[src/rtl/dmem_arb_pkg.sv]
// rtl/dmem_arb_pkg.sv - shared types for the data-memory arbiter
package dmem_arb_pkg;

   // Arbitration mode: normal round-robin or debug-owned burst
   typedef enum logic {
      ARB    = 1'b0,
      LOCKED = 1'b1
   } arb_state_t;

   // Which requester owns the tie-break on the next contended cycle
   typedef enum logic {
      OWN_CPU = 1'b0,
      OWN_DBG = 1'b1
   } owner_t;

endpackage

[src/rtl/dmem_arbiter.sv]
// rtl/dmem_arbiter.sv - shares single-port dmem between core MEM stage and debug port
module dmem_arbiter
   import dmem_arb_pkg::*;
#(
   parameter int DATA_W   = 32,
   parameter int ADDR_W   = 32,
   parameter int MAX_LOCK = 64
) (
   input  logic              clk,
   input  logic              rst,
   input  logic              cpu_req,
   input  logic              cpu_we,
   input  logic [ADDR_W-1:0] cpu_addr,
   input  logic [DATA_W-1:0] cpu_wdata,
   output logic [DATA_W-1:0] cpu_rdata,
   output logic              cpu_stall,
   input  logic              dbg_req,
   input  logic              dbg_we,
   input  logic              dbg_lock,
   input  logic [ADDR_W-1:0] dbg_addr,
   input  logic [DATA_W-1:0] dbg_wdata,
   output logic [DATA_W-1:0] dbg_rdata,
   output logic              dbg_ack,
   output logic              lock_timeout,
   output logic              mem_wr_en,
   output logic [ADDR_W-1:0] mem_addr,
   output logic [DATA_W-1:0] mem_wr_data,
   input  logic [DATA_W-1:0] mem_rd_data
);

   localparam int             CNT_W    = $clog2(MAX_LOCK);
   localparam logic [CNT_W-1:0] CNT_LAST = CNT_W'(MAX_LOCK - 1);

   arb_state_t        state_q, state_d;
   owner_t            prio_q, prio_d;
   logic              pending_q, pending_d;
   logic [CNT_W-1:0]  lock_cnt_q, lock_cnt_d;
   logic              lock_timeout_q, lock_timeout_d;
   logic [DATA_W-1:0] dbg_rdata_q, dbg_rdata_d;

   logic              dbg_elig;
   logic              contended;
   logic              cpu_grant;
   logic              dbg_grant;

   // The ack cycle is never a grant cycle, so a debug request is only eligible when no ack is due
   assign dbg_elig = dbg_req & ~pending_q;

   // Pick the winner; rst low suppresses every grant so no write lands while reset is asserted
   always_comb begin
      contended = 1'b0;
      cpu_grant = 1'b0;
      dbg_grant = 1'b0;
      if (rst) begin
         if (state_q == LOCKED) begin
            dbg_grant = dbg_elig;
         end else begin
            contended = cpu_req & dbg_elig;
            if (contended) begin
               dbg_grant = (prio_q == OWN_DBG);
               cpu_grant = (prio_q == OWN_CPU);
            end else begin
               dbg_grant = dbg_elig;
               cpu_grant = cpu_req;
            end
         end
      end
   end

   // Next-state: priority rotation, lock entry/exit, lock timer and debug read capture
   always_comb begin
      state_d        = state_q;
      prio_d         = prio_q;
      pending_d      = dbg_grant;
      lock_cnt_d     = lock_cnt_q;
      lock_timeout_d = lock_timeout_q;
      dbg_rdata_d    = dbg_rdata_q;

      if (dbg_grant) begin
         dbg_rdata_d = mem_rd_data;
      end

      if (state_q == ARB) begin
         if (contended) begin
            prio_d = cpu_grant ? OWN_DBG : OWN_CPU;
         end
         if (dbg_grant && dbg_lock && !lock_timeout_q) begin
            state_d    = LOCKED;
            lock_cnt_d = '0;
         end
      end else begin
         lock_cnt_d = lock_cnt_q + 1'b1;
         if (!dbg_lock) begin
            state_d    = ARB;
            prio_d     = OWN_CPU;
            lock_cnt_d = '0;
         end else if (lock_cnt_q == CNT_LAST) begin
            state_d        = ARB;
            prio_d         = OWN_CPU;
            lock_cnt_d     = '0;
            lock_timeout_d = 1'b1;
         end
      end

      // A timed-out lock stays disarmed until the debugger lets go of dbg_lock
      if (!dbg_lock) begin
         lock_timeout_d = 1'b0;
      end
   end

   // State registers with asynchronous active-low reset
   always_ff @(posedge clk or negedge rst) begin
      if (!rst) begin
         state_q        <= ARB;
         prio_q         <= OWN_CPU;
         pending_q      <= 1'b0;
         lock_cnt_q     <= '0;
         lock_timeout_q <= 1'b0;
         dbg_rdata_q    <= '0;
      end else begin
         state_q        <= state_d;
         prio_q         <= prio_d;
         pending_q      <= pending_d;
         lock_cnt_q     <= lock_cnt_d;
         lock_timeout_q <= lock_timeout_d;
         dbg_rdata_q    <= dbg_rdata_d;
      end
   end

   assign cpu_stall    = rst & cpu_req & ~cpu_grant;
   assign cpu_rdata    = mem_rd_data;
   assign mem_addr     = dbg_grant ? dbg_addr  : cpu_addr;
   assign mem_wr_data  = dbg_grant ? dbg_wdata : cpu_wdata;
   assign mem_wr_en    = (cpu_grant & cpu_we) | (dbg_grant & dbg_we);
   assign dbg_ack      = pending_q;
   assign dbg_rdata    = dbg_rdata_q;
   assign lock_timeout = lock_timeout_q;

endmodule

[config.mk]
export PLATFORM = sky130hd
export DESIGN_NAME = dmem_arbiter
export DESIGN_NICKNAME = d
export VERILOG_FILES = /design/src/rtl/dmem_arb_pkg.sv /design/src/rtl/dmem_arbiter.sv
export SDC_FILE = /design/constraint.sdc
export NUM_CORES = 1
export LEC_CHECK = 0
export CORE_AREA = 3 3 114 116
export DETAILED_ROUTE_END_ITERATION = 8
export DIE_AREA = 0 0 117 119
export PLACE_DENSITY = 0.7
export SYNTH_ARGS = -nofsm -noshare
export SYNTH_HDL_FRONTEND = slang
export SYNTH_SLANG_ARGS = --single-unit
[constraint.sdc]
create_clock -name clk -period 2.5 [get_ports clk]
set_input_delay 0.75 -clock clk [delete_from_list [all_inputs] [get_ports clk]]
set_output_delay 0.75 -clock clk [all_outputs]
set_load 0.01 [all_outputs]
==> summary by stage, run 1 <==
Outcome
The flow ran to the end, but the final reports show violations. The checks that failed: setup timing.

Die
The die is about 120 um tall. approximately 300 I/O pins were placed. The total area inside the core boundary comes to about 12000 sq um. The floorplan step defined a die boundary enclosing about 14000 sq um.

The floorplan has 40 rows. The die span in x is about 120 um. The starting density of the core is 22.98%.

Clock tree
Clock tree synthesis inserted a total of 5 buffers. The clock root buffer master is sky130_fd_sc_hd__clkbuf_16. The clock passes through at most 2 buffers. For this design, the sink count on the clock tree is 42. TritonCTS built the clock tree. Clock-pin slew was measured on the worst setup and hold paths at around 0.06 ns. The count of hold-fix buffers inserted at cts is 0. The clock network latency to the later pin of the worst-skew pair is 0.28 ns.

The H-tree was split into 2 levels.

Global routing
For this run, the total global-route usage over all layers was measured as between 10% and 20%. Global routing finished with a remaining overflow of 0. The number of global-route vias before repair was between 3000 and 4000. The pin count of the biggest net entering global routing is 44.

The first-pass GRT wire length is 18660 um. The initial antenna violation count came to 0.

Routing
The post-detailed-route count of antenna-violating nets is 0. In the routed design, unresolved DRC markers number 0. The first-pass iteration count of the detailed router is 4. The via total after detailed routing is ~3000. The number of vias per cell is about 4.3. Wires add up to about 13000 um. After detailed routing, the average wire length per cell comes to about 18 um. The violation count after the first detailed-routing iteration is roughly 110.

Logic synthesis
The synthesized area is between 2000 and 3000 sq um. Yosys printed 0 warnings. Ranked by instance count, the synthesized netlist is headed by sky130_fd_sc_hd__mux2_2 (86), sky130_fd_sc_hd__dfrtp_1 (42), sky130_fd_sc_hd__buf_4 (32).

Synthesis produced 228 cells. The average cell area after synthesis is between 10 and 15 sq um. Yosys mapped a number of flops with a built-in enable equal to 0. The post-synthesis net count is approximately 400. The count of state elements after synthesis is 42. The cell accounting for the most synthesized area is sky130_fd_sc_hd__dfrtp_1.

The predominant post-synthesis flop cell is sky130_fd_sc_hd__dfrtp_1. The share of flip-flops with an asynchronous set or reset is between 90% and 100%. Sorting the synthesized cells by area gives the leading types as sky130_fd_sc_hd__dfrtp_1 (38%), sky130_fd_sc_hd__mux2_2 (35%), sky130_fd_sc_hd__buf_4 (8.7%). The count of distinct cell types in the synthesized netlist is 28. The dominant cell by count in the synthesized netlist is sky130_fd_sc_hd__mux2_2. The proportion of synthesized chip area in sequential cells is 38.08%.

In this run the biggest area consumer among cell types represents between 30% and 40% of the synthesized area.

Critical path
The number of cells on the worst reg-to-reg path is 8. The reg-to-reg critical path startpoint is dbg_ack$_DFF_PN0_. The start point of the critical path is dbg_req. Along the worst path, the maximum fanout reaches 7. The critical path is of the in -> out type. For the worst setup path, the data arrival time is approximately 2.1 ns.

Setup slack on the worst reg-to-reg path comes out at roughly 0.51 ns. The endpoint identified for the worst register-to-register timing path is dbg_rdata[7]$_DFFE_PN0N_. The critical path launch point type is a primary input. The worst setup path is captured at an output pin.

The required time of the critical path is 1.75 ns.

Placed design
The total placed cells including tap cells is about 660. Routability-driven placement finished with a final weighted congestion of 0.8724. The sum of net half-perimeters after detailed placement is between 9000 and 10000 um. During placement, the flow inserted port buffers numbering 298.

Min path
The worst hold path begins at dbg_rdata[21]$_DFFE_PN0N_. Along the worst hold path, the cell count comes to 1. For hold timing, the worst endpoint is dbg_rdata[21]$_DFFE_PN0N_.

The class of the tightest hold or removal check is reg -> reg.

STA
The ratio of final minimum period to clock period is 114.9%. The count of pins over their slew limit is 0. Setup violations remaining at the end of the flow were counted as 65. The worst hold-check slack is approximately 0.50 ns. The shortest clock period the worst path allows after layout is between 2 and 3 ns. Summed over all failing endpoints, the final setup total negative slack is -17.91 ns. The worst-case clock skew is approximately 0.0036 ns. In the post-route analysis, the smallest setup slack over all paths is -0.3724 ns. Setup repair after global routing could not meet its margin everywhere. The remaining max-slew budget at the tightest pin is between 60% and 70%.

The maximum clock frequency is 348.1 MHz. The transition time at the pin with the least slew margin is 0.5491 ns. The number of hold violations in the final report is 0.

Layout
The final-stage net count is between 700 and 800. For this run, the number of standard cells in the final layout without fillers is ~700. In the final layout, the multi-input gates occupy about 1500 sq um.

The filler cells instantiated in the layout total approximately 1000. The synthesis-to-layout area growth is 140.1%. Cells with a size suffix above 1 make up around 43% of the layout. The sequential cell area in the final layout is between 1000 and 1500 sq um. The diode insertion count for antenna repair is 0.

Power and ir drop
Summing internal, switching and leakage power gives 3.663 mW. The leakage power figure is roughly 2.9 nW. Across the VDD grid, the largest voltage drop is around 0.26 mV. The power density over cell area is between 500 and 600 nW/um^2.

Run
Max-cap violations in this run came to 0.
report_power, final:
part	internal (mW)	total (mW)	switching, mW
clock network	0.396	0.643	0.248
logic	1.33	2.00	0.677
registers	0.902	1.02	0.114
total	2.62	3.66	1.04
worst max path at each step:
stage	to	cells after the start	slack (ns)
3_3_place_gp	mem_addr[18]	6	-0.93
4_1_cts	mem_wr_data[1]	9	-0.36
5_1_grt	mem_wr_data[1]	9	-0.42
3_5_place_dp	mem_addr[4]	6	-0.94
6_report	mem_wr_data[1]	9	-0.37
2_1_floorplan	mem_wr_data[13]	6	0.004
what timing repair did:
item	CTS	global route
buffers inserted	20	0
endpoints found under the setup margin	98	66
gates resized for setup	417	1
gates cloned	7	0
pin swaps	2	1
placed cells by master, fill, tap and decap left out, types with 2 or more instances in the layout:
master | synthesis | final
sky130_fd_sc_hd__mux2_4 | 10 | 52
sky130_fd_sc_hd__buf_12 | 0 | 8
sky130_fd_sc_hd__nor2b_1 | 2 | 2
sky130_fd_sc_hd__and3_1 | 2 | 2
sky130_fd_sc_hd__mux2_2 | 86 | 44
sky130_fd_sc_hd__buf_6 | 3 | 65
sky130_fd_sc_hd__inv_1 | 3 | 3
sky130_fd_sc_hd__nand3_1 | 7 | 7
sky130_fd_sc_hd__dfrtp_1 | 42 | 42
sky130_fd_sc_hd__nand2_1 | 4 | 4
sky130_fd_sc_hd__buf_2 | 9 | 9
sky130_fd_sc_hd__buf_16 | 0 | 7
sky130_fd_sc_hd__a21oi_1 | 2 | 2
sky130_fd_sc_hd__buf_4 | 32 | 39
sky130_fd_sc_hd__dlygate4sd2_1 | 0 | 33
sky130_fd_sc_hd__nor2_1 | 4 | 4
sky130_fd_sc_hd__o21ai_0 | 8 | 8
sky130_fd_sc_hd__clkdlybuf4s50_1 | 0 | 197
sky130_fd_sc_hd__clkbuf_16 | 0 | 5
logic make-up (layout without fill, tap and decap cells):
| family | Yosys count | after routing | share of synthesized area, % |
|---|---|---|---|
| AO/OA/AOI/OAI | 18 | 18 | 4.126 |
| XOR/XNOR | 1 | 1 | 0.3174 |
| adder cells (fa/ha/maj) | 1 | 1 | 0.4532 |
| buffers and inverters | 47 | 369 | 11.97 |
| flip-flops | 42 | 42 | 38.08 |
| multiplexers | 96 | 96 | 40.53 |
| AND/OR/NAND/NOR | 23 | 23 | 4.533 |
worst max-delay path: stages:
cell                      delay (ns)
sky130_fd_sc_hd__buf_6          0.09
sky130_fd_sc_hd__and3b_1        0.19
sky130_fd_sc_hd__o21a_4         0.14
sky130_fd_sc_hd__buf_12         0.13
sky130_fd_sc_hd__buf_12         0.12
sky130_fd_sc_hd__buf_12         0.12
sky130_fd_sc_hd__buf_16         0.14
sky130_fd_sc_hd__mux2_4         0.31
sky130_fd_sc_hd__buf_6          0.12
per-layer routing:
layer / global-route usage (%) / vias to the layer above / share of wire, %
met5: 0 / - / 0
met4: 3.226 / 0 / 1.2
met3: 4.014 / 10 / 7.9
met2: 31.26 / 143 / 53
met1: 20.70 / 1438 / 38
li1: - / 1427 / -
flip-flops by register name, indices dropped and copies added, names as in the netlist:
name / count
lock_cnt_q: 6
dbg_ack: 1
state_q: 1
lock_timeout: 1
prio_q: 1
dbg_rdata: 32
cell type report:
| type | count | area share (%) |
|---|---|---|
| Clock buffer | 7 | 2.153 |
| Clock inverter | 1 | 0.07553 |
| Inverter | 3 | 0.1699 |
| Multi-Input combinational cell | 139 | 23.38 |
| Sequential cell | 42 | 15.86 |
| Tap cell | 147 | 2.776 |
| Timing Repair Buffer | 358 | 55.59 |
stage by stage:
step | util, % | worst slack (ns) | cell area (sq um)
after global routing | 55.17 | -0.4152 | 6626
after global placement | 49.04 | -0.9317 | 5891
after floorplan | - | 0.004256 | 2764
final | 55.17 | -0.3724 | 6626
after CTS | 55.13 | -0.3577 | 6621
after detailed placement | 49.04 | -0.9372 | 5891
(Power assumes the default switching activity.)
==> inputs of run 2 (changes only) <==
--- a/config.mk
+++ b/config.mk
@@ -8,7 +8,7 @@
 export CORE_AREA = 3 3 114 116
 export DETAILED_ROUTE_END_ITERATION = 8
 export DIE_AREA = 0 0 117 119
-export PLACE_DENSITY = 0.7
+export PLACE_DENSITY = 0.74
 export SYNTH_ARGS = -nofsm -noshare
 export SYNTH_HDL_FRONTEND = slang
 export SYNTH_SLANG_ARGS = --single-unit
==> constraint.sdc (replaced) <==
create_clock -name clk -period 2.5 [get_ports clk]
set_input_delay 0.75 -clock clk [delete_from_list [all_inputs] [get_ports clk]]
set_output_delay 0.75 -clock clk [all_outputs]
set_load 0.005 [all_outputs]
==> summary by stage, run 2 (synthesis gave the netlist of run 1 again) <==
Critical path
In this run the critical register-to-register path is captured at dbg_rdata[24]$_DFFE_PN0N_. The internal reg-to-reg setup slack came to 0.44 ns (-0.07 ns). STA classifies the critical path endpoint as an output pin. The critical path buffer and inverter count is 6 (unchanged). The number of cells on the worst reg-to-reg path is 8 (unchanged). In this run the critical register-to-register path is launched from dbg_ack$_DFF_PN0_. The worst setup path is of the in -> out kind.

The required time of the critical path came to 1.75 ns (about the same). The data arrival time of the critical path was 2.11 ns (about the same). The critical path goes through buf_6 -> and3b_2 -> o21a_4 -> buf_12 -> buf_12 -> buf_12 -> buf_6 -> mux2_4 -> buf_6. Grouping stages by cell kind, the critical path spends the most delay in buffers and inverters.

The maximum cell stage delay along the critical path came to 0.29 ns (-0.02 ns). The critical-path cell with the highest stage delay is sky130_fd_sc_hd__mux2_4. The worst setup path is launched from a primary input. The critical-path maximum fanout is 5 (-2).

Routing
The first-pass iteration count of the detailed router came to 4 (unchanged). The average detailed-routed wire length per instance is 18.06 um (-0.49%). The number of vias per cell came to 4.356 (+0.61%). The wire length after detailed routing is 12260 um (-3.1%). The via total after detailed routing came to 2958 (-2.0%). The post-detailed-route count of antenna-violating nets is 0 (unchanged).

The total DRC errors in the routed layout is 0 (unchanged). The violation count after the first detailed-routing iteration was 35 (-68%).

Clock tree
TritonCTS built the clock tree. The count of hold-fix buffers inserted at cts is 0 (unchanged). The clock network latency to the later pin of the worst-skew pair is 0.28 ns (about the same). The TritonCTS buffer count was 5 (unchanged). The largest buffer count on any clock path is 2 (unchanged). The clock slew at the register clock pins of the worst setup and hold paths is 0.06 ns (about the same).

The maximum level of the CTS H-tree is 2 (unchanged). The clock root buffer master is sky130_fd_sc_hd__clkbuf_16. The number of clock sinks is 42 (unchanged).

Placed design
The total placed cells including tap cells came to 646 (-2.6%). The pre-CTS setup slack is -0.8979 ns (+0.03927 ns). The last weighted congestion value of the routability-driven placer came to 0.7702 (-12%). The sum of net half-perimeters after detailed placement is 9677 um (about the same).

The number of buffers inserted by port buffering is 298 (unchanged).

Global routing
The initial antenna violation count is 0 (unchanged). The pin count of the biggest net entering global routing is 44 (unchanged). The first-pass GRT wire length is 17630 um (-5.5%). The number of global-route vias before repair was 3251 (-2.4%). The global route total overflow is 0 (unchanged).

The total routing usage reported by global routing was 16.51% (-0.78 points).

Layout
The proportion of layout cells with a drive suffix above 1 is 40.98% (-1.6 points). The number of flip-flops under the largest register name came to 32 (unchanged). The synthesis-to-layout area growth is 128.2%.

The diode insertion count for antenna repair came to 0 (unchanged). The final-stage net count is 700 (-2.4%). The number of cells in the finished layout apart from fillers is 679 (-2.6%).

In the layout the commonest cells are sky130_fd_sc_hd__clkdlybuf4s50_1 (204), sky130_fd_sc_hd__mux2_2 (77), sky130_fd_sc_hd__dfrtp_1 (42). Leaving out fill and tap cells, the most frequent cell in the layout is sky130_fd_sc_hd__clkdlybuf4s50_1.

STA
Setup repair after global routing could not meet its margin everywhere. The transition time at the pin with the least slew margin is 0.5504 ns (+0.001339 ns). The worst-case clock skew is 0.005501 ns (+0.001918 ns). The number of hold violations in the final report is 0 (unchanged). The count of pins over their slew limit is 0 (unchanged). The final worst setup slack is -0.3638 ns (+0.008581 ns).

The shortest clock period the worst path allows after layout is 2.864 ns (-0.008581 ns). The ratio of final minimum period to clock period is 114.6% (-0.34 points). The final number of setup-violating endpoints is 65 (unchanged).

The maximum clock frequency is 349.2 MHz (+0.30%). The remaining max-slew budget at the tightest pin came to 63.30% (-0.089 points). The final sum of negative setup slack came to -15.69 ns (+2.223 ns). The worst hold-check slack came to 0.5051 ns (+0.0009480 ns).

Die
The die span in x is 117 um (unchanged). The core footprint is 12010 sq um (unchanged). The die outline height was 119 um (unchanged). The die area is 13920 sq um (unchanged). The starting density of the core was 22.98% (unchanged). The top-level port count is 299 (unchanged).

The row count came to 40 (unchanged).

Power and ir drop
The internal power of the cells is 2.621 mW (-0.13%). The worst ir drop on vdd came to 0.2616 mV (-0.35%). The clock group share of total power is 21.1% (+3.5 points).

The combinational group share of total power is 49.5% (-5.2 points). The net switching share of the total power is 24.84% (-3.5 points). The sequential power share came to 29.3% (+1.6 points).

The power density over cell area was 553.6 nW/um^2 (+0.15%). The leakage power figure was 2.819 nW (-4.1%). The power consumption came to 3.487 mW (-4.8%). The switching power of the nets is 0.8663 mW (-17%).

Min path
The number of cells on the worst hold path is 1 (unchanged). The worst hold path belongs to the class reg -> reg. The start point of the worst hold path is dbg_rdata[3]$_DFFE_PN0N_. The endpoint with the worst hold slack is dbg_rdata[3]$_DFFE_PN0N_.

Outcome
The checks that failed: setup timing. The run finished, with violations left.

Run
The number of maximum-capacitance constraint violations is 0 (unchanged).
## run 2: through the flow
stage,utilization (%),area (sq um)
finish,52.45,6300
global placement,48.19,5788
global route,52.45,6300
detailed placement,48.19,5788
floorplan,-,2760
CTS,52.50,6306
## run 2: metal layers
metal  vias up  global-route usage (%)  routed length [um]
met5         -                       0                   0
met4         0                   4.086                 247
met3        13                   4.472                1085
met2       158                   32.65                6889
met1      1394                   16.45                4039
li1       1393                       -                   -
## run 2: worst max-delay path by stage
stage	cells past startpoint	endpoint	slack (ns)	startpoint
floorplan	6	mem_wr_data[13]	0.004	rst
global placement	6	mem_addr[20]	-0.88	dbg_req
detailed placement	6	mem_addr[20]	-0.90	dbg_req
CTS	9	mem_wr_data[14]	-0.33	dbg_req
global route	9	mem_wr_data[5]	-0.39	rst
finish	9	mem_wr_data[5]	-0.36	rst
## run 2: timing repair
action | CTS | global route
setup buffers | 20 | 5
pin swaps | 2 | 1
gates resized for setup | 303 | 48
gates cloned | 7 | 0
endpoints found under the setup margin | 74 | 82
## run 2: power by group through the flow
stage / registers, mW / clock network, mW / logic (mW)
detailed placement: 1.04 / 0 / 1.61
floorplan: 1.04 / 0 / 0.524
global route: 1.05 / 0.790 / 1.84
global placement: 1.02 / 0 / 1.60
CTS: 1.02 / 0.765 / 1.77
finish: 1.02 / 0.737 / 1.73
## run 2: final cells by class
class                           instances  area, sq um
Fill cell                            1045         5712
Timing Repair Buffer                  341         3458
Multi-Input combinational cell        139         1426
Sequential cell                        42         1051
Tap cell                              147        183.9
Clock buffer                            6        138.9
Clock inverter                          1        30.03
Inverter                                3        11.26
==> RTL edit 1: new RTL, config.mk and constraints of run 2 <==
Reset style: synchronous (`rst`), changed in one clocked block. Comments in the files are not updated.
--- a/src/rtl/dmem_arbiter.sv
+++ b/src/rtl/dmem_arbiter.sv
@@ -109,7 +109,7 @@
    end
 
    // State registers with asynchronous active-low reset
-   always_ff @(posedge clk or negedge rst) begin
+   always_ff @(posedge clk) begin
       if (!rst) begin
          state_q        <= ARB;
          prio_q         <= OWN_CPU;
Formal check against the unedited RTL: differs if rst is asserted again (counterexample within 4 cycles, from zero or initial values and one cycle with rst low); with rst held inactive, the same outputs for 10 cycles.
==> RTL edit 1 against run 2 <==
The run still ends with negative setup slack left; die area stayed put; final cell count is 11% higher; setup slack better by 0.096 ns; synthesized cell count is 35% higher; power is 28% lower; clock power is 1% higher; critical path depth is 1 lower; area after synthesis is 0.50% lower; sequential cell count stayed put; wire length is 22% higher; sequential power is 29% lower; final area is 6.2% higher; core utilization is 3.3 points higher; fmax is 3.5% higher; critical endpoint is now mem_wr_data[24].
==> RTL edit 1: results <==
set metrics [dict create \
    dr_wl_met2_um 7810 \
    grt_use_met2_pct 37.6 \
    wl_met1_um 5680 \
    path_max_fanout 7 \
    setup-tns-final_ns -13.43 \
    synthFlopType "dfxtp_1" \
    reg2reg_depth 6 \
    r2r_start "state_q" \
    rrSetupSlack_ns 0.96 \
    dp_hpwl_um 11800 \
    slowest_delay_ns 0.31 \
    layout_setup_ws_ns -0.268 \
    first_global_vias 3582 \
    ys_top_cells_by_count "nand2_1, mux2_1, dfxtp_1, buf_4, a21boi_1" \
    syn_nets 476 \
    synthXorXnorAreaFrac_pct 0.319 \
    dp.cells 725 \
    grt_pass1_wl_um 21500 \
    dpl_worst_slack_ns -1.16 \
    synth_seq_area_share_pct 30.6 \
    synth_cell_types 37 \
    nets 776 \
    min_from "dbg_rdata[10]" \
    synth_compound_area_share_pct 13.4 \
    grt_max_degree 30 \
    vias 3398 \
    p_sw_share_pct 24.0 \
    wire_per_inst_um 19.8 \
    synth.area.mux_share_pct 26.6 \
    cts-resized-gates 380 \
    finalSetupViolCount 64 \
    fin_skew_ns 0.00860 \
    drive_above_1_share_pct 31.7 \
    p_seq_uw 723 \
    comb_power_share_pct 41.8 \
    p_leak_uw 0.00311 \
    hold_depth 2 \
    status "finished, violations left" \
    violations "negative setup slack" \
    grt.total_usage_pct 20.4 \
    tightestPinTransition_ns 0.327 \
    pwr-share-seq_pct 28.6 \
    hold_end "dbg_rdata[10]" \
    grtUsageMet1_pct 23.2 \
    top_layer "met5" \
    route.met3.wl_um 1260 \
    synthTopCellsByArea "dfxtp_1, mux2_1, nand2_1" \
    fin_hold_ws_ns 0.452 \
    place_congestion 0.935 \
]
## RTL edit 1: worst max-delay path by stage
stage | startpoint | end | slack, ns
after floorplan | cpu_req | mem_addr[13] | -0.03
after global placement | cpu_req | mem_wr_data[24] | -1.14
after detailed placement | cpu_req | mem_wr_data[24] | -1.16
after CTS | cpu_req | mem_addr[13] | -0.31
after global routing | cpu_req | mem_wr_data[24] | -0.31
final | cpu_req | mem_wr_data[24] | -0.27
## RTL edit 1: logic make-up after synthesis
kind of cell	count (synthesis)
buffers and inverters	55
multiplexers	65
XOR/XNOR	1
AO/OA/AOI/OAI	50
flip-flops	42
adder cells (fa/ha/maj)	1
AND/OR/NAND/NOR	94
## RTL edit 1: area by class of cell
type,count,area [um^2],area share [%]
multi-input cells,211,1810,27.0
clock buffers,6,139,2.08
diodes,1,2.50,0.0374
inverters,3,11.3,0.168
repair buffers,345,3680,55.0
clock inverters,1,30.0,0.449
well taps,147,184,2.75
flip-flops and latches,42,841,12.6
==> RTL edit 2: new RTL, config.mk and constraints of run 2 <==
Without the edit above. The parameter `DATA_W` goes from 32 to 16.
--- a/src/rtl/dmem_arbiter.sv
+++ b/src/rtl/dmem_arbiter.sv
@@ -2,7 +2,7 @@
 module dmem_arbiter
    import dmem_arb_pkg::*;
 #(
-   parameter int DATA_W   = 32,
+   parameter int DATA_W   = 16,
    parameter int ADDR_W   = 32,
    parameter int MAX_LOCK = 64
 ) (
Ports: changed (6 resized); port bits go from 299 to 203. No check against the original RTL was run, so the function may have changed too.
==> RTL edit 2 against run 2 <==
Setup slack improved by 0.066 ns; synthesized cell count decreased by 32%; power decreased by 34%; sequential cell count decreased by 16; count of clock-buffer cells in the layout decreased by 2; worst hold slack improved by 0.0025 ns; the run still ends with negative setup slack left; critical path type unchanged; largest cell class unchanged; final area decreased by 25%; wire length decreased by 29%; area after synthesis decreased by 27%.
==> RTL edit 2: results <==
set metrics [dict create \
    grt_use_met2_pct 23.6 \
    ir_drop_mv 0.263 \
    wl_met1_um 3130 \
    grt_max_degree 29 \
    nets 497 \
    first_global_vias 2409 \
    layout_setup_ws_ns -0.298 \
    dr_wl_met2_um 4940 \
    fin_util_pct 39.4 \
    wire_per_inst_um 16.6 \
    status "finished, violations left" \
    multi_input_gates 104 \
    io_buffers 202 \
    cp.arrival_ns 2.05 \
    nFillCells 1165 \
    violations "negative setup slack" \
    slew_headroom_pct 70.7 \
    path_max_fanout 4 \
    gr-usage-met3_pct 2.59 \
    synth_seq_area_share_pct 32.2 \
    synthAdderAreaFrac_pct 0.618 \
    syn_to_final_growth_pct 134 \
    ys_ff_latch 26 \
    signal_buffers 240 \
    viasPerCell 4.03 \
    r2r-end "dbg_rdata[5]" \
    route.met3.wl_um 631 \
    min_from "dbg_rdata[0]" \
    synthTopCellsByArea "dfrtp_1, mux2_4, mux2_2" \
    hold_end "dbg_rdata[0]" \
    multi_input_area_um2 1210 \
    cts_setup_buffers 18 \
    crit_end "mem_addr[30]" \
    critPathLaunch "cpu_req" \
    grtUsageMet1_pct 12.2 \
    crit_slowest_cell "mux2_4" \
    place_congestion 0.740 \
    finalSetupViolCount 49 \
    largest_register_ffs 16 \
    rrSetupSlack_ns 0.60 \
    drtPass1Iterations 2 \
    synthXorXnorAreaFrac_pct 1.30 \
    inverters 2 \
    cts-resized-gates 274 \
    buffer_area_share_pct 54.7 \
    drive_above_1_share_pct 43.1 \
    synth.area.mux_share_pct 43.5 \
    dp_hpwl_um 6370 \
    htree_num_levels 1 \
    top_layer "met3" \
    post_dp_cell_area_um2 4180 \
]
[RTL edit 2: cell count changes after synthesis, moves of 5 or more]
cell     change
mux2_2      -62
buf_4       -16
mux2_4      +30
dfrtp_1     -16
buf_2        -7
o21ai_0      -7
nand3_1      -5
[RTL edit 2: per-stage QoR]
stage | setup slack (ns) | total power, uW | TNS [ns] | hold slack, ns | cells
global route | -0.351 | 2420 | -12.35 | 0.528 | 523
detailed placement | -0.941 | 1710 | -45.49 | 0.495 | 497
CTS | -0.317 | 2320 | -13.53 | 0.512 | 525
global placement | -0.932 | 1690 | -44.98 | 0.492 | 497
floorplan | 0.0685 | 1030 | 0 | 0.454 | 156
finish | -0.298 | 2280 | -9.99 | 0.508 | 523
[RTL edit 2: report_power, final]
group          switching, uW  internal [uW]
sequential              70.7            542
clock                    162            246
combinational            372            892
total                    605           1680
